`src/rtl/i2c_regbank_if.sv`:
```
// ---------------------------------------------------------------------------
// i2c_regbank_if
// Purpose : APB bus bundle between an APB master and the i2c_regbank
//           register slave. Clock and reset are plain module ports and
//           are not carried here.
// Signals : psel, penable, pwrite  - APB control (master -> slave)
//           paddr[11:0]            - byte address (master -> slave)
//           pwdata[31:0]           - write data (master -> slave)
//           pready, pslverr        - transfer response (slave -> master)
//           prdata[31:0]           - read data (slave -> master)
// ---------------------------------------------------------------------------
interface i2c_regbank_if;
    logic        psel;
    logic        penable;
    logic        pwrite;
    logic [11:0] paddr;
    logic [31:0] pwdata;
    logic        pready;
    logic        pslverr;
    logic [31:0] prdata;

    modport master (
        output psel, penable, pwrite, paddr, pwdata,
        input  pready, pslverr, prdata
    );

    modport slave (
        input  psel, penable, pwrite, paddr, pwdata,
        output pready, pslverr, prdata
    );
endinterface

```
`src/rtl/i2c_regbank.sv`:
```
// ---------------------------------------------------------------------------
// i2c_regbank
// Purpose : APB register bank for NCH I2C controller channels. Each channel
//           owns a 512-byte window (paddr[11:9] = channel, paddr[8:0] =
//           register offset) holding interrupt, control, address, FIFO
//           access and bus-timing registers.
// Build option : define I2C_REGBANK_IRQ_COAL_EN to add a per-channel
//           interrupt coalescing register (COAL) at offset 0x148.
// Ports   :
//   clk, rst           clock, synchronous active-high reset
//   apb                APB slave bundle (i2c_regbank_if.slave)
//   irq                registered OR of all channel interrupts
//   irq_req            per-channel ISR set pulses (8 per channel)
//   sr                 per-channel core status byte (read-only register)
//   cr_set / cr_clr    per-channel hardware set/clear of CR bits
//   cr                 per-channel control register
//   slv_adr            per-channel {TEN_ADR[2:0], ADR[7:1]}
//   rx_pirq            per-channel RX FIFO interrupt level
//   srst               per-channel soft-reset pulse
//   tx_wr / tx_wdat    TX FIFO push strobe and shared write data
//   rx_rd / rx_rdat    RX FIFO pop strobe and per-channel read data
//   tx_ocy / rx_ocy    per-channel FIFO occupancy
//   tsusta..thddat     per-channel bus timing values
// Writes complete with zero wait states; reads take one wait state
// (IDLE -> RWAIT -> RDONE) so prdata can be registered.
// ---------------------------------------------------------------------------
module i2c_regbank #(
    parameter int NCH      = 2,
    parameter int FAW      = 4,
    parameter int TW       = 16,
    parameter int SRST_LEN = 10
) (
    input  logic                   clk,
    input  logic                   rst,
    i2c_regbank_if.slave           apb,
    output logic                   irq,
    input  logic [8*NCH-1:0]       irq_req,
    input  logic [8*NCH-1:0]       sr,
    input  logic [7*NCH-1:0]       cr_set,
    input  logic [7*NCH-1:0]       cr_clr,
    output logic [7*NCH-1:0]       cr,
    output logic [10*NCH-1:0]      slv_adr,
    output logic [5*NCH-1:0]       rx_pirq,
    output logic [NCH-1:0]         srst,
    output logic [NCH-1:0]         tx_wr,
    output logic [9:0]             tx_wdat,
    output logic [NCH-1:0]         rx_rd,
    input  logic [8*NCH-1:0]       rx_rdat,
    input  logic [(FAW+1)*NCH-1:0] tx_ocy,
    input  logic [(FAW+1)*NCH-1:0] rx_ocy,
    output logic [TW*NCH-1:0]      tsusta,
    output logic [TW*NCH-1:0]      tsusto,
    output logic [TW*NCH-1:0]      thdsta,
    output logic [TW*NCH-1:0]      tsudat,
    output logic [TW*NCH-1:0]      tbuf,
    output logic [TW*NCH-1:0]      thigh,
    output logic [TW*NCH-1:0]      tlow,
    output logic [TW*NCH-1:0]      thddat
);

    localparam logic [3:0] NCH_W = 4'(NCH);

    typedef enum logic [1:0] {
        S_IDLE  = 2'd0,
        S_RWAIT = 2'd1,
        S_RDONE = 2'd2
    } state_t;

    state_t state_q, state_d;

    // -----------------------------------------------------------------------
    // Address decode (shared by all channels)
    // -----------------------------------------------------------------------
    logic [2:0]  ch;
    logic [8:0]  off;
    logic        ch_ok;
    logic        off_mapped;
    logic        off_ro;
    logic        off_tim;
    logic [2:0]  tim_idx;
    logic        addr_err;
    logic        wr_err;
    logic        wr_acc;
    logic        wr_ok;
    logic        rd_start;

    assign ch      = apb.paddr[11:9];
    assign off     = apb.paddr[8:0];
    assign ch_ok   = ({1'b0, ch} < NCH_W);
    // Timing registers occupy 0x128..0x144, one word each, in port order.
    assign off_tim = (off >= 9'h128) && (off <= 9'h144) && (off[1:0] == 2'b00);
    assign tim_idx = 3'((off - 9'h128) >> 2);

    always_comb begin
        off_mapped = 1'b1;
        off_ro     = 1'b0;
        case (off)
            9'h01C, 9'h020, 9'h028, 9'h040,
            9'h100, 9'h108, 9'h110, 9'h11C, 9'h120: off_ro = 1'b0;
            9'h104, 9'h10C, 9'h114, 9'h118:         off_ro = 1'b1;
`ifdef I2C_REGBANK_IRQ_COAL_EN
            9'h148:                                 off_ro = 1'b0;
`endif
            default:                                off_mapped = off_tim;
        endcase
    end

    assign addr_err = ~ch_ok | ~off_mapped;
    assign wr_err   = addr_err | off_ro;
    // Writes finish in their first access cycle, only ever seen in IDLE.
    assign wr_acc   = apb.psel & apb.penable & apb.pwrite & (state_q == S_IDLE);
    assign wr_ok    = wr_acc & ~wr_err;
    assign rd_start = apb.psel & ~apb.penable & ~apb.pwrite & (state_q == S_IDLE);

    // -----------------------------------------------------------------------
    // Read FSM
    // -----------------------------------------------------------------------
    always_ff @(posedge clk) begin
        if (rst) begin
            state_q <= S_IDLE;
        end else begin
            state_q <= state_d;
        end
    end

    always_comb begin
        state_d = state_q;
        case (state_q)
            S_IDLE:  if (rd_start) state_d = S_RWAIT;
            S_RWAIT: state_d = S_RDONE;
            S_RDONE: state_d = S_IDLE;
            default: state_d = S_IDLE;
        endcase
    end

    // -----------------------------------------------------------------------
    // Read data path: captured at the end of RWAIT, presented in RDONE
    // -----------------------------------------------------------------------
    logic [NCH*32-1:0] rd_val;
    logic [31:0]       rd_mux;
    logic [31:0]       prdata_q;
    logic              rd_err_q;
    logic              rd_rx_q;
    logic [2:0]        rd_ch_q;

    always_comb begin
        rd_mux = 32'h0;
        for (int c = 0; c < NCH; c++) begin
            if ({1'b0, ch} == 4'(c)) rd_mux = rd_val[c*32 +: 32];
        end
    end

    always_ff @(posedge clk) begin
        if (rst) begin
            prdata_q <= 32'h0;
            rd_err_q <= 1'b0;
            rd_rx_q  <= 1'b0;
            rd_ch_q  <= 3'd0;
        end else if (state_q == S_RWAIT) begin
            prdata_q <= addr_err ? 32'hDEADBEEF : rd_mux;
            rd_err_q <= addr_err;
            rd_rx_q  <= (off == 9'h10C) & ~addr_err;
            rd_ch_q  <= ch;
        end
    end

    assign apb.prdata  = prdata_q;
    assign apb.pready  = (state_q != S_RWAIT);
    assign apb.pslverr = (wr_acc & wr_err) | ((state_q == S_RDONE) & rd_err_q);
    assign tx_wdat     = apb.pwdata[9:0];

    // -----------------------------------------------------------------------
    // Interrupt output
    // -----------------------------------------------------------------------
    logic [NCH-1:0] ch_int;
    logic           irq_q;

    always_ff @(posedge clk) begin
        if (rst) begin
            irq_q <= 1'b0;
        end else begin
            irq_q <= |ch_int;
        end
    end

    assign irq = irq_q;

    // -----------------------------------------------------------------------
    // Per-channel register sets
    // -----------------------------------------------------------------------
    for (genvar gi = 0; gi < NCH; gi++) begin : g_ch
        logic          sel_wr;
        logic          blocked;
        logic          gie_q;
        logic [7:0]    isr_q, isr_d;
        logic [7:0]    ier_q;
        logic [6:0]    cr_q, cr_d;
        logic [6:0]    adr_q;
        logic [2:0]    ten_q;
        logic [4:0]    pirq_q;
        logic [3:0]    srst_cnt_q;
        logic [TW-1:0] tim_q [8];
        logic [7:0]    w1c;
        logic [7:0]    pend;
        logic [31:0]   rv;
`ifdef I2C_REGBANK_IRQ_COAL_EN
        logic [31:0]   coal_q;
        logic [15:0]   tmo_q;
        logic [3:0]    npend;
        logic          thr_hit;
        logic          tmo_hit;
`endif

        assign sel_wr  = wr_ok & ({1'b0, ch} == 4'(gi));
        assign blocked = (srst_cnt_q != 4'd0);
        assign w1c     = (sel_wr && off == 9'h020) ? apb.pwdata[7:0] : 8'h00;
        assign pend    = isr_q & ier_q;

        // ISR and CR freeze entirely while the channel is in soft reset.
        always_comb begin
            isr_d = (isr_q & ~w1c) | irq_req[gi*8 +: 8];
            cr_d  = (cr_q | cr_set[gi*7 +: 7]) & ~cr_clr[gi*7 +: 7];
            if (sel_wr && off == 9'h100) cr_d = apb.pwdata[6:0];
            if (blocked) begin
                isr_d = isr_q;
                cr_d  = cr_q;
            end
        end

        always_ff @(posedge clk) begin
            if (rst) begin
                gie_q      <= 1'b0;
                isr_q      <= 8'h00;
                ier_q      <= 8'h00;
                cr_q       <= 7'h00;
                adr_q      <= 7'h00;
                ten_q      <= 3'h0;
                pirq_q     <= 5'd1;
                srst_cnt_q <= 4'd0;
                for (int t = 0; t < 8; t++) tim_q[t] <= TW'(50);
`ifdef I2C_REGBANK_IRQ_COAL_EN
                coal_q     <= 32'h0;
`endif
            end else begin
                isr_q <= isr_d;
                cr_q  <= cr_d;
                if (srst_cnt_q != 4'd0) srst_cnt_q <= srst_cnt_q - 4'd1;
                if (sel_wr) begin
                    case (off)
                        9'h01C: gie_q  <= apb.pwdata[31];
                        9'h028: ier_q  <= apb.pwdata[7:0];
                        // A reload here also restarts a pulse already running.
                        9'h040: if (apb.pwdata == 32'hA) srst_cnt_q <= 4'(SRST_LEN);
                        9'h110: adr_q  <= apb.pwdata[7:1];
                        9'h11C: ten_q  <= apb.pwdata[2:0];
                        9'h120: pirq_q <= apb.pwdata[4:0];
`ifdef I2C_REGBANK_IRQ_COAL_EN
                        9'h148: coal_q <= apb.pwdata;
`endif
                        default: if (off_tim) tim_q[tim_idx] <= apb.pwdata[TW-1:0];
                    endcase
                end
            end
        end

        always_comb begin
            rv = 32'h0;
            case (off)
                9'h01C: rv = {gie_q, 31'h0};
                9'h020: rv = {24'h0, isr_q};
                9'h028: rv = {24'h0, ier_q};
                9'h100: rv = {25'h0, cr_q};
                9'h104: rv = {24'h0, sr[gi*8 +: 8]};
                9'h10C: rv = {24'h0, rx_rdat[gi*8 +: 8]};
                9'h110: rv = {24'h0, adr_q, 1'b0};
                9'h114: rv = 32'(tx_ocy[gi*(FAW+1) +: (FAW+1)]);
                9'h118: rv = 32'(rx_ocy[gi*(FAW+1) +: (FAW+1)]);
                9'h11C: rv = {29'h0, ten_q};
                9'h120: rv = {27'h0, pirq_q};
`ifdef I2C_REGBANK_IRQ_COAL_EN
                9'h148: rv = coal_q;
`endif
                default: if (off_tim) rv = 32'(tim_q[tim_idx]);
            endcase
        end

        assign rd_val[gi*32 +: 32] = rv;

`ifdef I2C_REGBANK_IRQ_COAL_EN
        // Timeout counter runs while an enabled ISR bit is pending, saturates
        // at the programmed timeout and restarts whenever software clears ISR.
        always_ff @(posedge clk) begin
            if (rst) begin
                tmo_q <= 16'h0;
            end else if ((|w1c) || !(|pend)) begin
                tmo_q <= 16'h0;
            end else if (tmo_q != coal_q[31:16]) begin
                tmo_q <= tmo_q + 16'h1;
            end
        end

        always_comb begin
            npend = 4'd0;
            for (int b = 0; b < 8; b++) npend = npend + 4'(pend[b]);
        end

        assign thr_hit = ({12'h0, npend} >= coal_q[15:0]);
        assign tmo_hit = (coal_q[31:16] != 16'h0) && (|pend) && (tmo_q == coal_q[31:16]);
        assign ch_int[gi] = gie_q & ((coal_q[15:0] == 16'h0) ? (|pend) : (thr_hit | tmo_hit));
`else
        assign ch_int[gi] = gie_q & (|pend);
`endif

        assign cr[gi*7 +: 7]       = cr_q;
        assign slv_adr[gi*10 +: 10] = {ten_q, adr_q};
        assign rx_pirq[gi*5 +: 5]  = pirq_q;
        assign srst[gi]            = blocked;
        assign tx_wr[gi]           = sel_wr & (off == 9'h108) & ~blocked;
        assign rx_rd[gi]           = (state_q == S_RDONE) & rd_rx_q &
                                     (rd_ch_q == 3'(gi)) & ~blocked;

        assign tsusta[gi*TW +: TW] = tim_q[0];
        assign tsusto[gi*TW +: TW] = tim_q[1];
        assign thdsta[gi*TW +: TW] = tim_q[2];
        assign tsudat[gi*TW +: TW] = tim_q[3];
        assign tbuf[gi*TW +: TW]   = tim_q[4];
        assign thigh[gi*TW +: TW]  = tim_q[5];
        assign tlow[gi*TW +: TW]   = tim_q[6];
        assign thddat[gi*TW +: TW] = tim_q[7];
    end

endmodule

```
`src/flat_wrapper.sv`:
```
// flat-port wrapper written by rule: the top's interface ports become plain ports
module i2c_regbank_flat 
#(
    parameter int NCH      = 2,
    parameter int FAW      = 4,
    parameter int TW       = 16,
    parameter int SRST_LEN = 10
)
  (clk, rst, irq, irq_req, sr, cr_set, cr_clr, cr, slv_adr, rx_pirq, srst, tx_wr, tx_wdat, rx_rd, rx_rdat, tx_ocy, rx_ocy, tsusta, tsusto, thdsta, tsudat, tbuf, thigh, tlow, thddat, apb_psel, apb_penable, apb_pwrite, apb_paddr, apb_pwdata, apb_pready, apb_pslverr, apb_prdata);
  i2c_regbank_if apb_i ();
  input  logic clk;
  input  logic rst;
  output logic irq;
  input  logic [8*NCH-1:0] irq_req;
  input  logic [8*NCH-1:0] sr;
  input  logic [7*NCH-1:0] cr_set;
  input  logic [7*NCH-1:0] cr_clr;
  output logic [7*NCH-1:0] cr;
  output logic [10*NCH-1:0] slv_adr;
  output logic [5*NCH-1:0] rx_pirq;
  output logic [NCH-1:0] srst;
  output logic [NCH-1:0] tx_wr;
  output logic [9:0] tx_wdat;
  output logic [NCH-1:0] rx_rd;
  input  logic [8*NCH-1:0] rx_rdat;
  input  logic [(FAW+1)*NCH-1:0] tx_ocy;
  input  logic [(FAW+1)*NCH-1:0] rx_ocy;
  output logic [TW*NCH-1:0] tsusta;
  output logic [TW*NCH-1:0] tsusto;
  output logic [TW*NCH-1:0] thdsta;
  output logic [TW*NCH-1:0] tsudat;
  output logic [TW*NCH-1:0] tbuf;
  output logic [TW*NCH-1:0] thigh;
  output logic [TW*NCH-1:0] tlow;
  output logic [TW*NCH-1:0] thddat;
  input wire logic [$bits(apb_i.psel)-1:0] apb_psel;
  input wire logic [$bits(apb_i.penable)-1:0] apb_penable;
  input wire logic [$bits(apb_i.pwrite)-1:0] apb_pwrite;
  input wire logic [$bits(apb_i.paddr)-1:0] apb_paddr;
  input wire logic [$bits(apb_i.pwdata)-1:0] apb_pwdata;
  output wire logic [$bits(apb_i.pready)-1:0] apb_pready;
  output wire logic [$bits(apb_i.pslverr)-1:0] apb_pslverr;
  output wire logic [$bits(apb_i.prdata)-1:0] apb_prdata;
  assign apb_i.psel = apb_psel;
  assign apb_i.penable = apb_penable;
  assign apb_i.pwrite = apb_pwrite;
  assign apb_i.paddr = apb_paddr;
  assign apb_i.pwdata = apb_pwdata;
  assign apb_pready = apb_i.pready;
  assign apb_pslverr = apb_i.pslverr;
  assign apb_prdata = apb_i.prdata;
  i2c_regbank #(.NCH(NCH), .FAW(FAW), .TW(TW), .SRST_LEN(SRST_LEN)) u_core (.clk(clk), .rst(rst), .apb(apb_i), .irq(irq), .irq_req(irq_req), .sr(sr), .cr_set(cr_set), .cr_clr(cr_clr), .cr(cr), .slv_adr(slv_adr), .rx_pirq(rx_pirq), .srst(srst), .tx_wr(tx_wr), .tx_wdat(tx_wdat), .rx_rd(rx_rd), .rx_rdat(rx_rdat), .tx_ocy(tx_ocy), .rx_ocy(rx_ocy), .tsusta(tsusta), .tsusto(tsusto), .thdsta(thdsta), .tsudat(tsudat), .tbuf(tbuf), .thigh(thigh), .tlow(tlow), .thddat(thddat));
endmodule
```
`config.mk`:
```
export PLATFORM = sky130hd
export DESIGN_NAME = i2c_regbank_flat
export DESIGN_NICKNAME = d
export VERILOG_FILES = /design/src/rtl/i2c_regbank_if.sv /design/src/rtl/i2c_regbank.sv /design/src/flat_wrapper.sv
export SDC_FILE = /design/constraint.sdc
export NUM_CORES = 1
export LEC_CHECK = 0
export ABC_AREA = 1
export BUFFER_PORTS_ARGS = -buffer_cell sky130_fd_sc_hd__buf_2
export CAP_MARGIN = 0
export CELL_PAD_IN_SITES_DETAIL_PLACEMENT = 1
export CELL_PAD_IN_SITES_GLOBAL_PLACEMENT = 1
export CORE_MARGIN = 2
export CORE_UTILIZATION = 35
export DETAILED_ROUTE_END_ITERATION = 8
export GPL_ROUTABILITY_DRIVEN = 0
export PLACE_DENSITY = 0.83
export SETUP_SLACK_MARGIN = 0.05
export SYNTH_ARGS = -nofsm -noshare
export SYNTH_HDL_FRONTEND = slang
export SYNTH_SLANG_ARGS = --single-unit
```
`constraint.sdc`:
```
create_clock -name clk -period 2.8 [get_ports clk]
set_input_delay 0.28 -clock clk [delete_from_list [all_inputs] [get_ports clk]]
set_output_delay 0.28 -clock clk [all_outputs]
set_load 0.01 [all_outputs]
```
==> results <==
- The run finished with clean final reports.
- In this run the mean area of a mapped cell was 9.11 um^2.
- The slowest stage of the critical path belongs to the cell dlygate4sd3_1.
- At the later pin of the worst-skew pair, clock insertion delay measures 0.59 ns.
- The worst path setup slack after routing is 0.147 ns.
- Using the TritonRoute via totals, the vias-per-cell ratio works out to 6.06.
- CTS saw 367 sinks.
- Among all flip-flop cells after synthesis, the most frequent one is edfxtp_1.
- The wire length after detailed routing is 89600 um.
- The floorplan step set the die width to 224 um.
- The area of the die is 50300 um^2.
- The global route total overflow is 0.
- The kind of cell adding the most delay to the critical path is buffers and inverters.
- At the worst endpoint, the required time is 2.52 ns.
- The setup slack at placement is -0.0135 ns.
- The cell area after technology mapping is 17000 um^2.
- The Yosys step of the flow raised 0 warnings.
- By startpoint and endpoint, the worst setup path is classified as in2out.
- The count of endpoints failing hold in the final timing report came to 0.
- Setup violations remaining at the end of the flow were counted as 0.
- Walking the worst path, the cells encountered are dlygate4sd3_1, buf_2, nor2_1, inv_1, nor2_1, nand4_4, buf_4, nor3_1, buf_2.
- For this design the top-level I/O count stands at 496.
- After the first detailed-routing iteration, the DRC count stood at 2620.
- The worst hold path belongs to the class in2reg.
- The leakage power is 9.68 nW.
- The root buffer selected by CTS is clkbuf_16.
- The startpoint identified for the worst register-to-register timing path is u_core.state_q[0].
- For this run, the post-layout net count is 2547.
- For the final routed database, the setup TNS stands at 0 ns.
- The nature of the critical path endpoint is a primary output.
- The maximum single-stage delay on the critical path is 0.53 ns.
- The fraction of registers with async set or reset after synthesis is 0%.
- The total of max-cap violations is 0.
- The power density of the placed cells is 640 nW/um^2.
- The HPWL after detailed placement is 64700 um.
- Clock skew on the completed layout was measured at 0.0384 ns.
- The largest net degree at the start of global routing is 65.
- TritonCTS built the clock tree.
- The critical-path maximum fanout is 11.
- The effective utilization at floorplan is 35.5%.
- Setup repair after global routing could not meet its margin everywhere.
- The global-route wire length before repair is 127000 um.
- The core outline area is 47800 um^2.
- Cells with a size suffix above 1 make up 29.7% of the layout.
- The synthesized netlist contains 48 unique library cells.
- After detailed routing, the number of remaining DRC violations is 0.
- In this run the vertical extent of the chip is 224 um.
- The number of buffers added by the clock tree synthesis step is 42.
- The number of max-slew violations in the final report came to 0.
- The capture point of the worst reg-to-reg path is u_core.apb.prdata[11].
- The transition time at the pin with the least slew margin is 0.861 ns.
- The number of enable flip-flop cells after synthesis is 256.
- Across every metal layer, demand over resource in global routing totals 34.6%.
- In the final routed layout, each cell accounts on average for 29.4 um.
- The worst min-delay path endpoint is u_core.rd_ch_q[1].
- The remaining antenna violation count is 0.
- The number of flip-flops and latches in the synthesized netlist is 367.
- Before antenna repair, the detailed router went through 6 iterations.
- For this run, the share of the core covered by cells in the final layout is 46.6%.
- Row generation in the floorplan step produced 80 rows.
- The buffer and inverter count on the worst path is 5.
- The worst setup path is launched from an input pin.
- No sink is reached through more buffers than the 3 on the longest clock path.
- The fmax is 0.377 GHz.
- The startpoint of the lowest-slack hold path is apb_paddr[10].
- The sequential cell area fraction in the yosys report is 58.4%.
- The synthesis-to-layout area growth is 31.3%.
- Port buffering added 490 buffers.
- Synthesis produced a netlist whose cell count is 1864.
- The number of cells on the worst reg-to-reg path is 8.
- The number of antenna violations at the first check in global routing came to 5.
- The standard cell area after detailed placement is 20600 um^2.
- The number of H-tree levels is 2.
- The maximum vdd drop is 434 uV.
- The hold path depth is 3.
- The final instance area is 22300 um^2.
- Across all register-to-register paths, the minimum setup slack is 0.40 ns.
- Clock-pin slew was measured on the worst setup and hold paths at 0.05 ns.
- The smallest clock period supported by the final layout is computed as 2.65 ns.
- The count of vias placed by the detailed router is 18458.
- The ratio of final minimum period to clock period is 94.8%.
- The remaining max-slew budget at the tightest pin is 42.6%.
- STA puts the critical path data arrival time at 2.37 ns.
- The number of global-route vias before repair is 18503.
cell type report:
type	instances	area [um^2]
diodes	5	12.5
repair buffers	624	3670
well taps	615	769
multi-input cells	1244	6000
fillers	5647	25600
clock buffers	52	1140
flip-flops and latches	367	9910
inverters	116	439
clock inverters	25	349
sequential cells by signal, indices dropped and copies added, names as in the netlist:
| name | cells |
|---|---|
| u_core.apb.prdata | 18 |
| u_core.irq | 1 |
| u_core.g_ch.adr_q | 14 |
| u_core.state_q | 2 |
| u_core.g_ch.ier_q | 16 |
| u_core.rd_rx_q | 1 |
| u_core.rd_ch_q | 3 |
| u_core.g_ch.tim_q | 256 |
| u_core.g_ch.gie_q | 2 |
| u_core.g_ch.cr_q | 14 |
| u_core.g_ch.isr_q | 16 |
| u_core.g_ch.srst_cnt_q | 8 |
| u_core.g_ch.ten_q | 6 |
| u_core.g_ch.pirq_q | 10 |
Yosys cell counts (5+ instances only):
cell	instances	area [um^2]
a31oi_1	13	81.3
buf_4	28	210
dfxtp_1	111	2220
nand4_1	32	200
buf_1	7	26.3
o221ai_1	16	140
nor4_1	10	62.6
o21ai_0	156	781
inv_1	105	394
clkinv_1	10	37.5
nor3_1	19	95.1
clkbuf_1	83	312
o211ai_1	5	37.5
buf_2	23	115
ha_1	7	87.6
nand2_1	284	1070
edfxtp_1	256	7690
nor2_1	349	1310
o32ai_1	5	43.8
a21oi_1	104	521
o21bai_1	8	60.1
nor2_2	6	37.5
or2_2	28	175
o31a_1	6	52.6
nand3_1	81	405
a211oi_1	9	67.6
a221oi_1	6	52.6
o22ai_1	62	388
o2111ai_1	5	43.8
where the power goes:
part           total (mW)  switching (mW)  internal, mW
Clock                6.08            2.49          3.58
Sequential           6.33           0.271          6.06
Combinational        1.87            1.26         0.609
worst max-delay path by stage:
stage               cells after the start           from  slack, ns                         end
finish                                  9  apb_paddr[11]       0.15                    tx_wr[0]
global placement                       15   apb_paddr[3]       0.18  u_core.g_ch[1].tim_q[5][4]
detailed placement                     14   apb_paddr[3]      -0.01  u_core.g_ch[0].tim_q[3][1]
global route                           12   apb_paddr[3]       0.04                    tx_wr[0]
floorplan                              11   apb_paddr[2]       0.07  u_core.g_ch[1].tim_q[0][0]
CTS                                    12   apb_paddr[3]       0.18                    tx_wr[0]
worst min-delay path: stages:
cell and delay [ns]:
buf_2 0.12, nand2_1 0.06, a21oi_1 0.07
layer usage:
metal | part of all wire [%] | vias up | GRT usage [%]
li1 | - | 7505 | -
met1 | 36 | 9024 | 42.1
met2 | 45 | 1500 | 54.8
met3 | 11 | 425 | 7.63
met4 | 8.0 | 4 | 23.9
met5 | 0.032 | - | 0
what timing repair did:
action,in CTS,in global routing
buffers inserted,0,2
endpoints found under the hold margin,18,0
endpoints found under the setup margin,0,3
resized for setup,0,3
hold buffers,19,0
logic make-up after synthesis:
family          count (synthesis)  share of synthesized area [%]
fa+ha+maj                       7                          0.516
other cells                     1                         0.0221
flops                         367                           58.4
xor+xnor                        3                          0.155
mux                             1                         0.0590
buf+inv                       257                           6.47
compound gates                406                           13.9
simple gates                  822                           20.5
layout by cell type (no fill, tap or decap), drive strengths merged, types with 4 or more instances in the layout:
master         n
a31oi         13
inv          108
a221oi         6
o21bai         8
clkinvlp       5
diode          5
dlygate4sd3   19
dfxtp        111
nor4          10
a211oi         9
bufinv         7
o22ai         62
o221ai        16
nand4         34
a21oi        104
nand3         82
o32ai          5
o21ai        156
edfxtp       256
conb           5
clkbuf        52
clkinv        21
o31a           6
buf          605
nand2        285
o211ai         5
or2           28
o2111ai        5
nor2         358
nor3          19
ha             7
o22a           4
through the flow:
step	hold WS [ns]	cells	power [mW]
detailed placement	0.463	2945	8.18
floorplan	0.357	1868	7.25
global placement	0.449	2945	8.10
finish	0.0303	3048	14.3
global route	0.0457	3046	14.6
CTS	0.00881	3041	14.2
Power figures use the tool's default switching activity.
